**src/rtl/cdda_pkg.sv**
```systemverilog
// Shared types and constants for the CD-DA playback sequencer.
package cdda_pkg;

    localparam int SECTOR_BYTES         = 2352;
    localparam int WORDS_PER_SECTOR_DEF = SECTOR_BYTES / 2;
    localparam int LBA_W                = 24;

    typedef enum logic [2:0] {
        IDLE,
        WAIT_SECTOR,
        FETCH,
        STROBE,
        GAP
    } seq_state_t;

endpackage

```
**src/rtl/cdda_rate_gen.sv**
```systemverilog
// Fractional sample-rate tick generator: one-cycle tick at SAMPLE_HZ from a CLK_HZ clock.
module cdda_rate_gen #(
    parameter int unsigned CLK_HZ    = 48000000,
    parameter int unsigned SAMPLE_HZ = 44100
) (
    input  logic CLK,
    input  logic nRESET,
    output logic tick
);

    logic [31:0] acc;
    logic [32:0] sum;

    always_comb begin
        sum = {1'b0, acc} + 33'(SAMPLE_HZ);
    end

    always_ff @(posedge CLK or negedge nRESET) begin
        if (!nRESET) begin
            acc  <= '0;
            tick <= 1'b0;
        end else if (sum >= 33'(CLK_HZ)) begin
            acc  <= 32'(sum - 33'(CLK_HZ));
            tick <= 1'b1;
        end else begin
            acc  <= sum[31:0];
            tick <= 1'b0;
        end
    end

endmodule

```
**src/rtl/cdda_sequencer.sv**
```systemverilog
// CD-DA playback sequencer: sector loader -> CDDA FIFO writes plus 44.1 kHz read strobe.
// Optional LBA tracking counter enabled by defining CDDA_SEQ_LBA_EN.
//
// state       | meaning
// IDLE        | playback off, no requests
// WAIT_SECTOR | playing, waiting for a loaded sector and FIFO sector space
// FETCH       | word requested from loader, waiting for SRC_ACK
// STROBE      | FIFO write strobe high, data held on CDDA_DOUT
// GAP         | strobe low; advance word counter or finish sector
module cdda_sequencer
    import cdda_pkg::*;
#(
    parameter int unsigned CLK_HZ           = 48000000,
    parameter int unsigned SAMPLE_HZ        = 44100,
    parameter int          WORDS_PER_SECTOR = WORDS_PER_SECTOR_DEF
) (
    input  logic             CLK,
    input  logic             nRESET,
    input  logic             PLAY,
    input  logic             PAUSE,
    input  logic             SRC_SECTOR_RDY,
    output logic             SRC_REQ,
    input  logic             SRC_ACK,
    input  logic [15:0]      SRC_DATA,
    output logic             SECTOR_DONE,
    output logic             CDDA_WRITE,
    output logic [15:0]      CDDA_DOUT,
    input  logic             CDDA_WRITE_READY,
    output logic             CDDA_READ,
    output logic             PLAYING,
`ifdef CDDA_SEQ_LBA_EN
    input  logic [LBA_W-1:0] START_LBA,
    input  logic             LBA_LOAD,
    output logic [LBA_W-1:0] CUR_LBA,
`endif
    output logic             STARVE
);

    localparam int CNT_W = $clog2(WORDS_PER_SECTOR);
    localparam logic [CNT_W-1:0] LAST_WORD = CNT_W'(WORDS_PER_SECTOR - 1);

    seq_state_t       state;
    logic [CNT_W-1:0] word_cnt;
    logic             tick;
    logic             read_gate;

    cdda_rate_gen #(
        .CLK_HZ    (CLK_HZ),
        .SAMPLE_HZ (SAMPLE_HZ)
    ) u_rate_gen (
        .CLK    (CLK),
        .nRESET (nRESET),
        .tick   (tick)
    );

    assign read_gate = tick & PLAYING & ~PAUSE;

    // PLAY/PAUSE are only sampled in IDLE/WAIT_SECTOR so a sector is never split,
    // keeping the L/R word pairing in the FIFO aligned.
    always_ff @(posedge CLK or negedge nRESET) begin
        if (!nRESET) begin
            state       <= IDLE;
            word_cnt    <= '0;
            SRC_REQ     <= 1'b0;
            SECTOR_DONE <= 1'b0;
            CDDA_WRITE  <= 1'b0;
            CDDA_DOUT   <= '0;
            PLAYING     <= 1'b0;
        end else begin
            SECTOR_DONE <= 1'b0;
            CDDA_WRITE  <= 1'b0;
            case (state)
                IDLE: begin
                    if (PLAY) begin
                        state   <= WAIT_SECTOR;
                        PLAYING <= 1'b1;
                    end
                end
                WAIT_SECTOR: begin
                    if (!PLAY) begin
                        state   <= IDLE;
                        PLAYING <= 1'b0;
                    end else if (SRC_SECTOR_RDY && CDDA_WRITE_READY) begin
                        state    <= FETCH;
                        word_cnt <= '0;
                        SRC_REQ  <= 1'b1;
                    end
                end
                FETCH: begin
                    if (SRC_ACK) begin
                        CDDA_DOUT  <= SRC_DATA;
                        SRC_REQ    <= 1'b0;
                        CDDA_WRITE <= 1'b1;
                        state      <= STROBE;
                    end
                end
                STROBE: begin
                    state       <= GAP;
                    SECTOR_DONE <= (word_cnt == LAST_WORD);
                end
                GAP: begin
                    if (word_cnt == LAST_WORD) begin
                        state <= WAIT_SECTOR;
                    end else begin
                        word_cnt <= word_cnt + CNT_W'(1);
                        SRC_REQ  <= 1'b1;
                        state    <= FETCH;
                    end
                end
                default: begin
                    state   <= IDLE;
                    SRC_REQ <= 1'b0;
                    PLAYING <= 1'b0;
                end
            endcase
        end
    end

    always_ff @(posedge CLK or negedge nRESET) begin
        if (!nRESET) begin
            CDDA_READ <= 1'b0;
            STARVE    <= 1'b0;
        end else begin
            CDDA_READ <= read_gate;
            if (state == IDLE && PLAY) begin
                STARVE <= 1'b0;
            end else if (read_gate && state == WAIT_SECTOR &&
                         CDDA_WRITE_READY && !SRC_SECTOR_RDY) begin
                STARVE <= 1'b1;
            end
        end
    end

`ifdef CDDA_SEQ_LBA_EN
    always_ff @(posedge CLK or negedge nRESET) begin
        if (!nRESET) begin
            CUR_LBA <= '0;
        end else if (LBA_LOAD) begin
            CUR_LBA <= START_LBA;
        end else if (SECTOR_DONE) begin
            CUR_LBA <= CUR_LBA + LBA_W'(1);
        end
    end
`endif

endmodule

```
**config.mk**
```make
export PLATFORM = sky130hd
export DESIGN_NAME = cdda_sequencer
export DESIGN_NICKNAME = d
export VERILOG_FILES = /design/src/rtl/cdda_pkg.sv /design/src/rtl/cdda_rate_gen.sv /design/src/rtl/cdda_sequencer.sv
export SDC_FILE = /design/constraint.sdc
export NUM_CORES = 1
export LEC_CHECK = 0
export CORE_UTILIZATION = 40
export CTS_CLUSTER_SIZE = 16
export DETAILED_ROUTE_END_ITERATION = 10
export HOLD_SLACK_MARGIN = 0.15
export PLACE_DENSITY = 0.71
export SETUP_SLACK_MARGIN = 0.15
export SYNTH_ARGS = -nofsm -noshare
export SYNTH_HDL_FRONTEND = slang
export SYNTH_SLANG_ARGS = --single-unit
```
**constraint.sdc**
```tcl
create_clock -name CLK -period 4.1 [get_ports CLK]
set_input_delay 0.41 -clock CLK [delete_from_list [all_inputs] [get_ports CLK]]
set_output_delay 0.41 -clock CLK [all_outputs]
set_load 0.01 [all_outputs]
```
---- Word level (Yosys, flattened, before mapping) ----
Cells that the tools add are included.
storage, ports and cells
  output and inout bits ................... 22
  logic and storage cells ................. 73
  input port bits ......................... 23
  bits in registers ....................... 69
operators by class
  add/subtract/negate cells ............... 3
  reductions and logical operators ........ 16
  bitwise logic cells ..................... 5
  equality and inequality tests ........... 12
  magnitude comparators ................... 1
  mux-type cells .......................... 25
operators with widths
  operator                                               count
  adder 32 x 16 -> 33 bit, second input constant         1
  >= comparator 33 x 26 -> 1 bit, second input constant  1
  two-way mux 11 bit                                     3
  two-way mux 32 bit                                     1
  subtractor 32 x 26 -> 32 bit, second input constant    1
  case mux 11 bit (2 select lines)                       1
  case mux 3 bit (5 select lines)                        1
  two-way mux 1 bit                                      12
  two-way mux 3 bit                                      4
  inequality test 2 bit, second input constant           6
  adder 11 x 1 -> 11 bit, second input constant          1
  == test 11 bit, second input constant                  1
  == test 3 x 2 -> 1 bit, second input constant          2
  AND reduction 3 bit                                    2
  logical AND 1 bit                                      5
  AND reduction 5 bit                                    1
  case mux 1 bit (4 select lines)                        1
  AND reduction 4 bit                                    1
  nonzero test 2 bit                                     2
  == test 3 x 1 -> 1 bit, second input constant          1
  == test 3 bit, second input constant                   1
  logical NOT 3 bit                                      1
  inequality test 3 bit, second input constant           1
  NOT 1 bit                                              3
  7 further kinds                                        8

---- Longest topological paths before layout ----
Gate-level depths: netlist (run 1).
  depth after elaboration ................. 7
  gate-level depth with buffers ........... 13
  depth with buffers taken out ............ 11

---- Hierarchy ----
From an unflattened synthesis (run 1), not the netlist that was laid out.
second synthesis, totals
  cell total of the unflattened synthesis .. 408
  area total of the unflattened synthesis .. 4095.2 um^2
by module, submodules not included
  module          cells each  area each (um^2)  times used
  cdda_rate_gen   264         2411.1            1
  cdda_sequencer  144         1684.1            1

---- Worst setup path after synthesis (run 1) ----
OpenSTA, ideal clock, no wires.
  path kind ............................... reg-to-reg
  start point ............................. reg u_rate_gen.acc[2]
  end point ............................... reg u_rate_gen.acc[11]
  stages on the path, launching flop included .. 12
  library setup time ...................... 0.128 ns
  path slack .............................. 1.039 ns
  path buffers ............................ 1
  clock period less this slack ............ 3.061 ns
  arrival time ............................ 2.934 ns
  required time ........................... 3.972 ns
  cells stage by stage .................... dfrtp_1 ha_1 a31oi_1 or3_1 buf_6 a21o_1 xor2_1 and3b_1 nor2b_1 a311o_1 nor2_2 mux2_1
on the way
  longest elaborated chain between the ends .. 3
RTL lines
  element                                                                         line                                      source
  start: declaration                                                              cdda_rate_gen.sv:11                       logic [31:0] acc;
  start signal: assignment                                                        cdda_rate_gen.sv:23                       acc <= 32'(sum - 33'(CLK_HZ));
  start signal: assignment                                                        cdda_rate_gen.sv:26                       acc <= sum[31:0];
  adder 32 x 16 -> 33 bit (*)                                                     cdda_rate_gen.sv:15                       sum = {1'b0, acc} + 33'(SAMPLE_HZ);
  subtractor 32 x 26 -> 32 bit or >= comparator 33 x 26 -> 1 bit (tied branches)  cdda_rate_gen.sv:23, cdda_rate_gen.sv:22
  two-way mux 32 bit (*)                                                          cdda_rate_gen.sv:22                       end else if (sum >= 33'(CLK_HZ)) begin
Every way passes the cells marked *; elsewhere a longest branch is shown, timed or not.
A chain may end at the register's enable or synchronous reset.

---- Worst setup path in the final report (run 1) ----
  start point ............................. reg u_rate_gen.acc[2]
  end point ............................... reg u_rate_gen.acc[19]
Same word-level chain as after synthesis.

==> results.json, run 1 <==
{
  "status": "complete, no violations",
  "first_iter_violations": 148,
  "synth_compound_area_frac": 0.151,
  "crit_arrival_ns": 3.92,
  "dr.pass1.iters": 5,
  "p_total_mw": 1.87,
  "synth_mux_area_frac": 0.0581,
  "grt-ovfl-total": 0,
  "ir_drop_mv": 0.173,
  "grt_usage": 0.170,
  "n_antenna_cell": 0,
  "critPathLaunch": "u_rate_gen.acc[2]",
  "max_freq_mhz": 270,
  "drt-vias-per-instance": 5.31,
  "crit_path_start_kind": "register",
  "cts_setup_buffers": 0,
  "grt_start_max_net_pins": 44,
  "async_flop_share": 1.00,
  "synth_top_family_by_area": "simple AND/OR/NAND/NOR gates",
  "synth_cell_types": 77,
  "antenna_found_initial": 0,
  "cts.sink_count": 67,
  "cp_top_family": "compound AO/OA/AOI/OAI gates",
  "cp_slowest_cell": "a2111oi_0",
  "skew_ns": 0.00924,
  "numCtsBuffers": 9,
  "drv_slew": 0,
  "boundaryPins": 45,
  "die_height_um": 102,
  "synth-edff-count": 0,
  "finalNonFillerCells": 580,
  "timing.critical_path.buf_inv": 1,
  "place_inst": 564,
  "drive_above_1_share": 0.141,
  "num_vias": 3079,
  "antenna_violating_nets_post_route": 0,
  "first_global_vias": 3028,
  "core_area_um2": 9730,
  "numPortBuffers": 44,
  "rows": 36,
  "yosys_warnings": 0,
  "dp_hpwl_um": 5860,
  "p_per_area_nw_per_um2": 394,
  "crit_path_max_fanout": 11,
  "max_stage_delay_ns": 0.55,
  "crit_chain": "ha_1, a31oi_1, or3_1, a2111oi_0, a311oi_1, o21ai_1, o21ai_1, a21oi_2, buf_4, o211ai_2, xnor2_1",
  "cts-resized-gates": 0,
  "nets": 468,
  "grt_pass1_wl_um": 13800,
  "netlist_area_um2": 4010,
  "synth_fa_ha_area_frac": 0.00936,
  "setup_violations": 0,
  "required_ns": 4.32,
  "r2r_start": "u_rate_gen.acc[2]",
  "hold_viol": 0,
  "rrSetupSlack_ns": 0.40,
  "wl_per_cell_um": 13.9,
  "root_buffer": "clkbuf_8",
  "dpl_cell_area_um2": 4540,
  "insertion_delay_ns": 0.35,
  "cts_tree": "built",
  "drv_cap": 0,
  "fin_area_um2": 4740,
  "p_leak_nw": 1.87,
  "syn_nets": 426,
  "wl_um": 8040,
  "ctsHoldBuffers": 0,
  "r2r_cells": 11,
  "rsz0062_at_grt": "no",
  "die_width_um": 102,
  "hold_path_class": "input port to async pin",
  "syn_inst": 400,
  "syn2layout_area_growth_pct": 18.3,
  "whs_ns": 0.194,
  "cts_max_path_buffers": 2,
  "fin_tns_setup_ns": 0,
  "syn_avg_cell_area_um2": 10.0,
  "path_class": "register to register",
  "rr_endpoint": "u_rate_gen.acc[19]",
  "endpoint": "u_rate_gen.acc[19]",
  "setup.worst_path.end_class": "register",
  "clkTransAtPathRegs_ns": 0.08,
  "gp_congestion": 0.821,
  "drc": 0,
  "start_util": 0.412,
  "synth-simple-area-share": 0.202,
  "slew_headroom": 0.352,
  "cts_max_level": 3,
  "cp.depth": 11,
  "layout_min_cycle_time_ns": 3.70,
  "path_common_cell": "o21ai_1",
  "synth.ff_latch_count": 67,
  "ys.flop_type": "dfrtp_1",
  "finalCritPeriodShare": 0.903,
  "synth-xor-area-share": 0.126,
  "die_area_um2": 10400,
  "ys_seq_area_frac": 0.418,
  "worstMarginPinSlew_ns": 0.972
}
worst reg2reg max path, stage by stage (launching register included):
cell and delay, ns:
dfrtp_1 0.46, ha_1 0.31, a31oi_1 0.19, or3_1 0.53, a2111oi_0 0.56, a311oi_1 0.10, o21ai_1 0.35, o21ai_1 0.12
a21oi_2 0.41, buf_4 0.28, o211ai_2 0.11, xnor2_1 0.14
cell families (layout without fill, tap and decap cells):
family / Yosys count / after routing
and+or+nand+nor: 150 / 150
AOI/OAI and AO/OA: 75 / 75
DFF: 67 / 67
xor gates and xnor gates: 57 / 57
buffers and inverters: 27 / 74
muxes: 21 / 21
adders and majority gates: 3 / 3
power breakdown:
group	internal, mW	switching (mW)	total [mW]
combinational	0.278	0.178	0.456
sequential	0.773	0.0809	0.853
clock	0.283	0.275	0.559
total	1.33	0.534	1.87
layout by cell type (no fill, tap or decap), drive strengths merged, types with 9 or more instances in the layout:
cell type | netlist | layout
xor2 | 27 | 27
mux2 | 18 | 18
xnor2 | 30 | 30
nand2 | 31 | 31
dfrtp | 67 | 67
nand3 | 15 | 15
o21ai | 22 | 22
a21oi | 12 | 12
clkbuf | 5 | 9
nor3 | 10 | 10
clkdlybuf4s50 | 0 | 43
inv | 10 | 11
nor2 | 41 | 41
cells in the mapped netlist, types with 5 or more instances:
| cell | count | area [um2] |
|---|---|---|
| dfrtp_1 | 67 | 1680 |
| clkbuf_1 | 5 | 18.8 |
| xor2_1 | 26 | 228 |
| inv_1 | 10 | 37.5 |
| nand2_1 | 31 | 116 |
| mux2_2 | 17 | 191 |
| nor3_1 | 10 | 50.1 |
| xnor2_1 | 30 | 263 |
| nor2b_1 | 5 | 31.3 |
| and3_1 | 8 | 50.1 |
| nand3_1 | 13 | 65.1 |
| a21oi_1 | 10 | 50.1 |
| o21ai_0 | 8 | 40.0 |
| nand4_1 | 8 | 50.1 |
| o21ai_1 | 13 | 65.1 |
| nor2_1 | 40 | 150 |
| buf_2 | 7 | 35.0 |
metrics by stage:
stage	utilization	setup slack (ns)
2_1_floorplan	-	1.04
3_3_place_gp	0.467	0.592
3_5_place_dp	0.467	0.443
4_1_cts	0.488	0.421
5_1_grt	0.488	0.184
6_report	0.488	0.398
worst min-delay path by stage:
stage	to	slack (ns)	cells after the start
6_report	state[0]	0.19	1
5_1_grt	SECTOR_DONE	0.28	1
4_1_cts	SECTOR_DONE	0.24	1
3_5_place_dp	CDDA_READ	0.49	2
3_3_place_gp	CDDA_DOUT[1]	0.49	1
2_1_floorplan	CDDA_DOUT[0]	0.11	0
per-layer routing:
metal,track usage,wire (um)
met1,0.203,3640
met2,0.295,3910
met5,0,0
met4,0.0626,131
met3,0.0438,356
area by class of cell:
class	instances	area, um2
clock buffers	9	124
clock inverters	7	76.3
repair buffers	48	465
flip-flops and latches	67	1680
fillers	902	4990
well taps	133	166
inverters	10	37.5
multi-input cells	306	2200
flip-flops by register name (all words and copies together), names as in the netlist:
register,cells
SRC_REQ,1
u_rate_gen.acc,30
STARVE,1
PLAYING,1
CDDA_WRITE,1
CDDA_DOUT,16
state,3
u_rate_gen.tick,1
SECTOR_DONE,1
word_cnt,11
CDDA_READ,1
Note: power is estimated with default switching activity, not from simulation.
==> run 2, diff against run 1 <==
--- a/config.mk
+++ b/config.mk
@@ -11,6 +11,7 @@
 export HOLD_SLACK_MARGIN = 0.15
 export PLACE_DENSITY = 0.71
 export SETUP_SLACK_MARGIN = 0.15
+export SKIP_LAST_GASP = 1
 export SYNTH_ARGS = -nofsm -noshare
 export SYNTH_HDL_FRONTEND = slang
 export SYNTH_SLANG_ARGS = --single-unit
==> results of run 2 <==
No change in the layout: final DEF, timing and power equal those of run 1.
==> run 3, diff against run 2 <==
--- a/config.mk
+++ b/config.mk
@@ -5,11 +5,12 @@
 export SDC_FILE = /design/constraint.sdc
 export NUM_CORES = 1
 export LEC_CHECK = 0
-export CORE_UTILIZATION = 40
+export CORE_UTILIZATION = 30
+export CTS_CLUSTER_DIAMETER = 150
 export CTS_CLUSTER_SIZE = 16
 export DETAILED_ROUTE_END_ITERATION = 10
 export HOLD_SLACK_MARGIN = 0.15
-export PLACE_DENSITY = 0.71
+export PLACE_DENSITY = 0.59
 export SETUP_SLACK_MARGIN = 0.15
 export SKIP_LAST_GASP = 1
 export SYNTH_ARGS = -nofsm -noshare
==> run 3 against run 2 <==
Effect of this change:
- clock skew is 0.0052 ns lower
- sequential share of layout area is 1.2 points lower
- combinational power barely moved
- wire length grew 7.8%
- cell count up 7.1%
- non-clock buffer count grew 2
- critical path depth stayed put
- utilization down 11 points
- power is 11% higher
- critical endpoint is now u_rate_gen.acc[11]
- highest routed layer unchanged
==> results.json, run 3 (synthesized netlist as in run 1, its figures left out) <==
{
  "dr.pass1.iters": 4,
  "start_util": 0.313,
  "grt_usage": 0.132,
  "drv_slew": 0,
  "critPathLaunch": "u_rate_gen.acc[2]",
  "numPortBuffers": 44,
  "grt_start_max_net_pins": 38,
  "drt-vias-per-instance": 5.03,
  "r2r_cells": 11,
  "wl_um": 8670,
  "numCtsBuffers": 9,
  "whs_ns": 0.139,
  "slew_headroom": 0.527,
  "cts_tree": "built",
  "largest_reg_flops": 30,
  "drive_above_1_share": 0.143,
  "hold_path_class": "input port to async pin",
  "p_leak_nw": 1.93,
  "die_height_um": 118,
  "rr_endpoint": "u_rate_gen.acc[11]",
  "regMostFlops": "u_rate_gen.acc",
  "crit_chain": "ha_1, a31oi_1, or3_1, a21o_1, xor2_1, and3b_1, nor2b_1, a311o_1, buf_4, nor2_2, mux2_1",
  "cp_slowest_cell": "or3_1",
  "dpl_cell_area_um2": 4610,
  "cts_max_path_buffers": 2,
  "r2r_start": "u_rate_gen.acc[2]",
  "finalCritPeriodShare": 0.885,
  "dp_hpwl_um": 6250,
  "worstMarginPinSlew_ns": 0.708,
  "drv_cap": 0,
  "drc": 0,
  "first_iter_violations": 179,
  "num_vias": 3123,
  "ctsHoldBuffers": 0,
  "rsz0062_at_grt": "no",
  "final_cell_mix": "67 x dfrtp_1, 43 x clkdlybuf4s50_1, 40 x nor2_1",
  "endpoint": "u_rate_gen.acc[11]",
  "crit_path_start_kind": "register",
  "rows": 41,
  "max_stage_delay_ns": 0.53,
  "nets": 470,
  "grt-ovfl-total": 0,
  "required_ns": 4.31,
  "path_class": "register to register",
  "status": "complete, no violations",
  "root_buffer": "clkbuf_16",
  "die_area_um2": 13800,
  "mostFrequentLayoutCell": "dfrtp_1",
  "max_freq_mhz": 276,
  "layout_min_cycle_time_ns": 3.63,
  "setup.worst_path.end_class": "register",
  "die_width_um": 118,
  "grt_pass1_wl_um": 14900,
  "cts.sink_count": 67,
  "biggestRegsByFlops": "u_rate_gen.acc: 30 flops, CDDA_DOUT: 16 flops, word_cnt: 11 flops",
  "cts_max_level": 3,
  "clkTransAtPathRegs_ns": 0.05,
  "ir_drop_mv": 0.211,
  "fin_tns_setup_ns": 0,
  "wl_per_cell_um": 14.0,
  "antenna_found_initial": 0,
  "gp_congestion": 0.864,
  "insertion_delay_ns": 0.33,
  "crit_arrival_ns": 3.83,
  "rrSetupSlack_ns": 0.47,
  "setup_violations": 0,
  "core_area_um2": 12800,
  "first_global_vias": 3098,
  "boundaryPins": 45,
  "syn2layout_area_growth_pct": 22.3,
  "n_antenna_cell": 0,
  "hold_viol": 0,
  "crit_path_max_fanout": 11,
  "p_per_area_nw_per_um2": 422,
  "antenna_violating_nets_post_route": 0,
  "fin_area_um2": 4900,
  "skew_ns": 0.00404,
  "p_total_mw": 2.07
}
## run 3: critical path: cells and delay by family (launching register included)
kind / cells / cell delay [ns]
and+or+nand+nor: 4 / 1.09
AOI/OAI and AO/OA: 3 / 0.85
DFF: 1 / 0.46
muxes: 1 / 0.34
adders and majority gates: 1 / 0.32
xor gates and xnor gates: 1 / 0.23
buffers and inverters: 1 / 0.20
## run 3: layout make-up
| type | count | area [um2] |
|---|---|---|
| Fill cell | 1258 | 7920 |
| Multi-Input combinational cell | 306 | 2200 |
| Sequential cell | 67 | 1680 |
| Timing Repair Buffer | 50 | 480 |
| Clock buffer | 11 | 243 |
| Tap cell | 172 | 215 |
| Clock inverter | 5 | 52.6 |
| Inverter | 10 | 37.5 |
## run 3: worst min path at each step
stage	startpoint	to	slack, ns	cells past startpoint
after floorplan	nRESET	CDDA_DOUT[0]	0.11	0
after global placement	CDDA_DOUT[6]	CDDA_DOUT[6]	0.49	1
after detailed placement	CDDA_DOUT[13]	CDDA_DOUT[13]	0.50	1
after CTS	nRESET	CDDA_DOUT[5]	0.16	1
after global routing	nRESET	CDDA_DOUT[6]	0.20	1
final	nRESET	CDDA_DOUT[4]	0.14	1
## run 3: where the power goes
group	switching, mW	internal, mW	leakage, nW
registers	0.0801	0.775	0.861
logic	0.175	0.278	0.921
clock network	0.277	0.484	0.145
total	0.531	1.54	1.93
## run 3: timing repair
action,in CTS,in global routing
setup buffers,0,0
endpoints found under the setup margin,0,8
gates resized for setup,0,1
## run 3: metrics by stage
step | util | setup WS [ns] | instances
floorplan | - | 1.04 | 400
global placement | 0.359 | 0.623 | 605
detailed placement | 0.359 | 0.526 | 605
CTS | 0.382 | 0.506 | 621
global route | 0.382 | 0.184 | 621
finish | 0.382 | 0.471 | 621
## run 3: routing by layer
layer  part of all wire  up-vias  track usage
li1                   -     1513            -
met1               0.49     1515        0.181
met2               0.44       82        0.198
met3              0.052       13       0.0344
met4              0.017        0       0.0481
met5                  0        -            0
